===== src/rtl/cpu_pkg.sv =====
// Shared CPU memory-bus definitions: bus widths and the memory responder FSM states.
package cpu_pkg;

   localparam int MEM_AW = 8;
   localparam int MEM_DW = 16;

   typedef enum logic [1:0] {
      IDLE = 2'd0,
      BUSY = 2'd1,
      RESP = 2'd2
   } mem_state_t;

endpackage


===== src/rtl/mem_responder_if.sv =====
// CPU memory bus with request/ready handshake; err only exists when MEM_RANGE_CHK_EN is defined.
interface mem_responder_if;
   import cpu_pkg::*;

   logic              req;
   logic              memRW;
   logic [MEM_AW-1:0] memAddress;
   logic [MEM_DW-1:0] memD;
   logic [MEM_DW-1:0] rdata;
   logic              ready;
`ifdef MEM_RANGE_CHK_EN
   logic              err;
`endif

`ifdef MEM_RANGE_CHK_EN
   modport master (output req, memRW, memAddress, memD, input rdata, ready, err);
   modport slave  (input req, memRW, memAddress, memD, output rdata, ready, err);
`else
   modport master (output req, memRW, memAddress, memD, input rdata, ready);
   modport slave  (input req, memRW, memAddress, memD, output rdata, ready);
`endif

endinterface


===== src/rtl/mem_array.sv =====
// Word storage for mem_responder: synchronous write, registered read port.
// Only the read register is reset; the array contents survive reset.
module mem_array
   import cpu_pkg::*;
#(
   parameter int DEPTH = 256,
   parameter int AW    = 8
) (
   input  logic              clk,
   input  logic              rst,
   input  logic              we,
   input  logic              re,
   input  logic [AW-1:0]     addr,
   input  logic [MEM_DW-1:0] wdata,
   output logic [MEM_DW-1:0] rdata
);

   logic [MEM_DW-1:0] MEM [0:DEPTH-1];

   always_ff @(posedge clk) begin
      if (we) begin
         MEM[addr] <= wdata;
      end
   end

   always_ff @(posedge clk or negedge rst) begin
      if (!rst) begin
         rdata <= '0;
      end else if (re) begin
         rdata <= MEM[addr];
      end
   end

endmodule


===== src/rtl/mem_responder.sv =====
// Wait-state memory responder: captures a request, waits WAIT_CYCLES, then performs it and pulses ready.
// Optional MEM_RANGE_CHK_EN suppresses out-of-range accesses and flags them on err.
module mem_responder
   import cpu_pkg::*;
#(
   parameter int DEPTH       = 256,
   parameter int WAIT_CYCLES = 2
) (
   input logic            clk,
   input logic            rst,
   mem_responder_if.slave bus
);

   localparam int AW = (DEPTH > 1) ? $clog2(DEPTH) : 1;

   mem_state_t        state, state_next;
   logic [3:0]        cnt, cnt_next;
   logic              cap_rw;
   logic [MEM_AW-1:0] cap_addr;
   logic [MEM_DW-1:0] cap_data;
   logic              accept;
   logic              access;
   logic              in_range;
   logic              ready_q;
   logic [MEM_DW-1:0] rd_data;

   // Bus inputs are only looked at when a new request can be accepted (IDLE or RESP).
   always_comb begin
      state_next = state;
      cnt_next   = cnt;
      accept     = 1'b0;
      access     = 1'b0;
      case (state)
         IDLE: begin
            if (bus.req) begin
               accept     = 1'b1;
               state_next = BUSY;
               cnt_next   = 4'(WAIT_CYCLES);
            end
         end
         BUSY: begin
            if (cnt == 4'd0) begin
               access     = 1'b1;
               state_next = RESP;
            end else begin
               cnt_next = cnt - 4'd1;
            end
         end
         RESP: begin
            if (bus.req) begin
               accept     = 1'b1;
               state_next = BUSY;
               cnt_next   = 4'(WAIT_CYCLES);
            end else begin
               state_next = IDLE;
            end
         end
         default: state_next = IDLE;
      endcase
   end

   always_ff @(posedge clk or negedge rst) begin
      if (!rst) begin
         state    <= IDLE;
         cnt      <= '0;
         cap_rw   <= 1'b0;
         cap_addr <= '0;
         cap_data <= '0;
         ready_q  <= 1'b0;
      end else begin
         state   <= state_next;
         cnt     <= cnt_next;
         ready_q <= access;
         if (accept) begin
            cap_rw   <= bus.memRW;
            cap_addr <= bus.memAddress;
            cap_data <= bus.memD;
         end
      end
   end

`ifdef MEM_RANGE_CHK_EN
   logic err_q;

   assign in_range = ({1'b0, cap_addr} < 9'(DEPTH));

   // err rides alongside ready so the handshake timing is the same for bad addresses.
   always_ff @(posedge clk or negedge rst) begin
      if (!rst) begin
         err_q <= 1'b0;
      end else begin
         err_q <= access & ~in_range;
      end
   end

   assign bus.err = err_q;
`else
   assign in_range = 1'b1;
`endif

   mem_array #(
      .DEPTH (DEPTH),
      .AW    (AW)
   ) u_arr (
      .clk   (clk),
      .rst   (rst),
      .we    (access & cap_rw & in_range),
      .re    (access & ~cap_rw & in_range),
      .addr  (cap_addr[AW-1:0]),
      .wdata (cap_data),
      .rdata (rd_data)
   );

   assign bus.rdata = rd_data;
   assign bus.ready = ready_q;

endmodule


===== src/flat_wrapper.sv =====
// flat-port wrapper written by rule: the top's interface ports become plain ports
module mem_responder_flat import cpu_pkg::*;
#(
   parameter int DEPTH       = 256,
   parameter int WAIT_CYCLES = 2
)
  (clk, rst, bus_req, bus_memRW, bus_memAddress, bus_memD, bus_rdata, bus_ready);
  mem_responder_if bus_i ();
  input logic clk;
  input logic rst;
  input wire logic [$bits(bus_i.req)-1:0] bus_req;
  input wire logic [$bits(bus_i.memRW)-1:0] bus_memRW;
  input wire logic [$bits(bus_i.memAddress)-1:0] bus_memAddress;
  input wire logic [$bits(bus_i.memD)-1:0] bus_memD;
  output wire logic [$bits(bus_i.rdata)-1:0] bus_rdata;
  output wire logic [$bits(bus_i.ready)-1:0] bus_ready;
  assign bus_i.req = bus_req;
  assign bus_i.memRW = bus_memRW;
  assign bus_i.memAddress = bus_memAddress;
  assign bus_i.memD = bus_memD;
  assign bus_rdata = bus_i.rdata;
  assign bus_ready = bus_i.ready;
  mem_responder #(.DEPTH(DEPTH), .WAIT_CYCLES(WAIT_CYCLES)) u_core (.clk(clk), .rst(rst), .bus(bus_i));
endmodule

===== config.mk =====
export PLATFORM = sky130hd
export DESIGN_NAME = mem_responder_flat
export DESIGN_NICKNAME = d
export VERILOG_FILES = /design/src/rtl/cpu_pkg.sv /design/src/rtl/mem_responder_if.sv /design/src/rtl/mem_array.sv /design/src/rtl/mem_responder.sv /design/src/flat_wrapper.sv
export SDC_FILE = /design/constraint.sdc
export NUM_CORES = 2
export LEC_CHECK = 0
export CAP_MARGIN = 10
export CORE_UTILIZATION = 26
export DETAILED_ROUTE_END_ITERATION = 10
export GPL_TIMING_DRIVEN = 1
export PLACE_DENSITY = 0.37
export SYNTH_ARGS = -nofsm -noshare
export SYNTH_HDL_FRONTEND = slang
export SYNTH_SLANG_ARGS = --single-unit

===== constraint.sdc =====
create_clock -name clk -period 12.2 [get_ports clk]
set_input_delay 2.44 -clock clk [delete_from_list [all_inputs] [get_ports clk]]
set_output_delay 2.44 -clock clk [all_outputs]
set_load 0.005 [all_outputs]

==> impl_metrics.yaml <==
timing:
  period_minus_slack_ns: 6.06
  slew_viol_final: 0
  slew_headroom_pct: 2.84
  rsz0062_at_grt: "no"
  hold_viol: 0
  hold_ws_ns: 0.572
  fin_worst_skew_ns: 0.0702
  worst_pin_slew_ns: 1.46
  post-route-period-util_pct: 49.6
  setup_tns_ns: 0
  clock.fmax_mhz: 165
  setup_viol: 0
place:
  gp_congestion: 0.792
  detailed_place_hpwl_mm: 321
  io_buffers: 44
pwr:
  power_leakage_nw: 56.5
  comb_power_share_pct: 29.4
  power.density_nw_per_um2: 244
  p_seq_share_pct: 41.1
  clkPwrFrac_pct: 29.5
  p_sw_mw: 15.8
  p_sw_share_pct: 34.6
  intPower_mw: 29.8
  ir_worst_vdd_mv: 0.193
floorplanning:
  die_x_um: 785
  rows: 287
  start_util_pct: 26.1
  core_area_um2: 610000
  die_area_um2: 616000
  io_pins: 45
  die_h_um: 785
yosys:
  yosysWarningCount: 0
  synthArstFlopShare_pct: 1.16
  synth_nets: 7201
  postSynthAreaPerCell_um2: 22.2
  netlist_area_um2: 159000
  netlist-cell-type-count: 60
  ys.flop_type: "edfxtp_1"
  ys_seq_area_share_pct: 78.0
  synth_edf_count: 4096
  netlist_instances: 7171
  synth-seq-cells: 4144
detailed_routing:
  drt_iter0_markers: 7464
  post_drt_via_cell_ratio: 4.82
  drt-wirelength-per-cell_um: 33.7
  routed_wl_mm: 543
  ant_nets: 0
  num_vias: 77701
  drtPass1Iterations: 6
  post-route-drc-count: 0
clock_network:
  postCtsHoldBufs: 0
  cts_resized: 0
  post_cts_buffers: 0
  cts_root_buf: "clkbuf_16"
  clk_latency_ns: 1.06
  clk_pin_slew_ns: 0.06
  cts_buffers: 463
  cts.sinks: 4144
  htree_levels: 5
  clockBufferDepth: 4
  cts_tree: "done"
critical_path:
  start_kind: "flip-flop"
  worstPathRequired_ns: 13.15
  regToRegEndpoint: "u_core.u_arr.rdata[4]"
  reg2reg_from: "u_core.cap_addr[0]"
  crit_type: "flip-flop to flip-flop"
  startpoint: "u_core.cap_addr[0]"
  reg2reg_depth: 10
  cp_max_fo: 67
  crit_arrival_ns: 7.01
  endpoint: "u_core.u_arr.rdata[4]"
  rrSetupSlack_ns: 6.14
  critPathCaptureType: "flip-flop"
finish:
  fin_nets: 7656
  drive_above_1_share_pct: 29.5
  fin_util_pct: 30.6
  area_delta_synth_final_pct: 17.1
hold_path:
  hold_path.class: "flip-flop to flip-flop"
grt:
  gr-total-overflow: 0
  grt_pass1_wl_mm: 735
  grt_pass1_vias: 81041
  grt_use_total_pct: 17.3
  antenna_found_initial: 55
  grt_start_max_net_pins: 202
run:
  maxCapViolCount: 0
outcome:
  status: "complete, no violations"
cell usage after synthesis, drive strengths merged (14+ instances only):
master	count	area [um2]
nand3	27	135
clkbuf	162	608
and3	15	93.8
mux2i	270	2700
nand2	307	1150
nor2	300	1130
mux2	70	788
nor2b	20	125
edfxtp	4096	123000
o22ai	17	106
o21ai	90	450
mux4	1015	22900
a31oi	34	213
o22a	23	201
a211oi	14	105
a21oi	95	475
buf	258	1510
a32oi	90	788
a22oi	54	405
dfrtp	48	1200
nor3	22	110
power groups by stage:
stage / combinational [mW] / sequential (mW) / clock [mW]
after global routing: 14.1 / 18.7 / 14.3
after global placement: 13.6 / 19.0 / 0
after floorplan: 6.72 / 19.7 / 0
final: 13.4 / 18.7 / 13.5
after detailed placement: 13.7 / 19.0 / 0
after CTS: 13.8 / 18.7 / 13.8
kinds of logic after synthesis:
group	share of synthesized area [%]
xor+xnor	0.0165
mux	16.5
buf+inv	1.35
fa+ha+maj	0.0157
compound gates	2.20
flops	78.0
simple gates	1.92
through the flow:
step                area, um2  worst slack, ns  power [mW]  cells
finish                 187000             6.14        45.6  16121
global route           186000             5.93        47.1  16101
CTS                    186000             6.07        46.3  16098
detailed placement     172000             6.09        32.7  15253
global placement       172000             5.68        32.6  15244
floorplan              159000             8.22        26.4   7171
critical path: stages, from the launching register on:
cell and delay (ns):
dfrtp_4 0.64, buf_4 0.54, buf_12 0.44, buf_4 0.62, buf_4 0.59, mux4_2 0.57, mux2i_1 0.52, o22a_1 0.27
a31oi_1 0.35, or4_1 0.83, o22a_1 0.24
cell type report:
type                    instances  area [um2]
fillers                     58794      424000
well taps                    8092       10100
clock buffers                 582       12200
repair buffers                410        3410
inverters                       9        50.0
multi-input cells            2598       34200
flip-flops and latches       4144      124000
diodes                         23        57.6
clock inverters               263        2260
state kept, by name, summed over array words and instances (netlist names):
name,flops
u_core.u_arr.rdata,16
u_core.state,2
u_core.u_arr.MEM,4096
u_core.cap_addr,8
u_core.bus.ready,1
u_core.cnt,4
u_core.cap_data,16
u_core.cap_rw,1
placed cells by master (no fill, tap or decap), drive strengths merged, types with 23 or more instances in the layout:
| cell type | Yosys | final |
|---|---|---|
| mux4 | 1015 | 1015 |
| mux2 | 70 | 70 |
| nand3 | 27 | 27 |
| bufinv | 0 | 26 |
| a21oi | 95 | 95 |
| edfxtp | 4096 | 4096 |
| nand2 | 307 | 307 |
| nor2 | 300 | 300 |
| o22a | 23 | 23 |
| mux2i | 270 | 270 |
| buf | 258 | 367 |
| a31oi | 34 | 34 |
| o21ai | 90 | 90 |
| clkdlybuf4s50 | 0 | 43 |
| a32oi | 90 | 90 |
| diode | 0 | 23 |
| clkinv | 1 | 220 |
| a22oi | 54 | 54 |
| clkbuf | 162 | 582 |
| dfrtp | 48 | 48 |
worst min-delay path by stage:
stage                          endpoint  cells after the start  slack [ns]          startpoint
2_1_floorplan             u_core.cnt[1]                      1        0.47     u_core.state[0]
6_report                  u_core.cnt[1]                      2        0.57       u_core.cnt[1]
4_1_cts                   u_core.cnt[1]                      2        0.57       u_core.cnt[1]
5_1_grt        u_core.u_arr.MEM[106][4]                      0        0.60  u_core.cap_data[4]
3_3_place_gp              u_core.cnt[3]                      2        0.53       u_core.cnt[3]
3_5_place_dp              u_core.cnt[3]                      2        0.55       u_core.cnt[3]
layer usage:
metal,vias to the layer above,GRT usage (%),routed length (um)
met2,2184,28.4,260000
met4,4,4.43,15400
li1,31287,-,-
met5,-,0,24
met1,43566,24.0,240000
met3,660,2.69,28200
(Power assumes the default switching activity.)
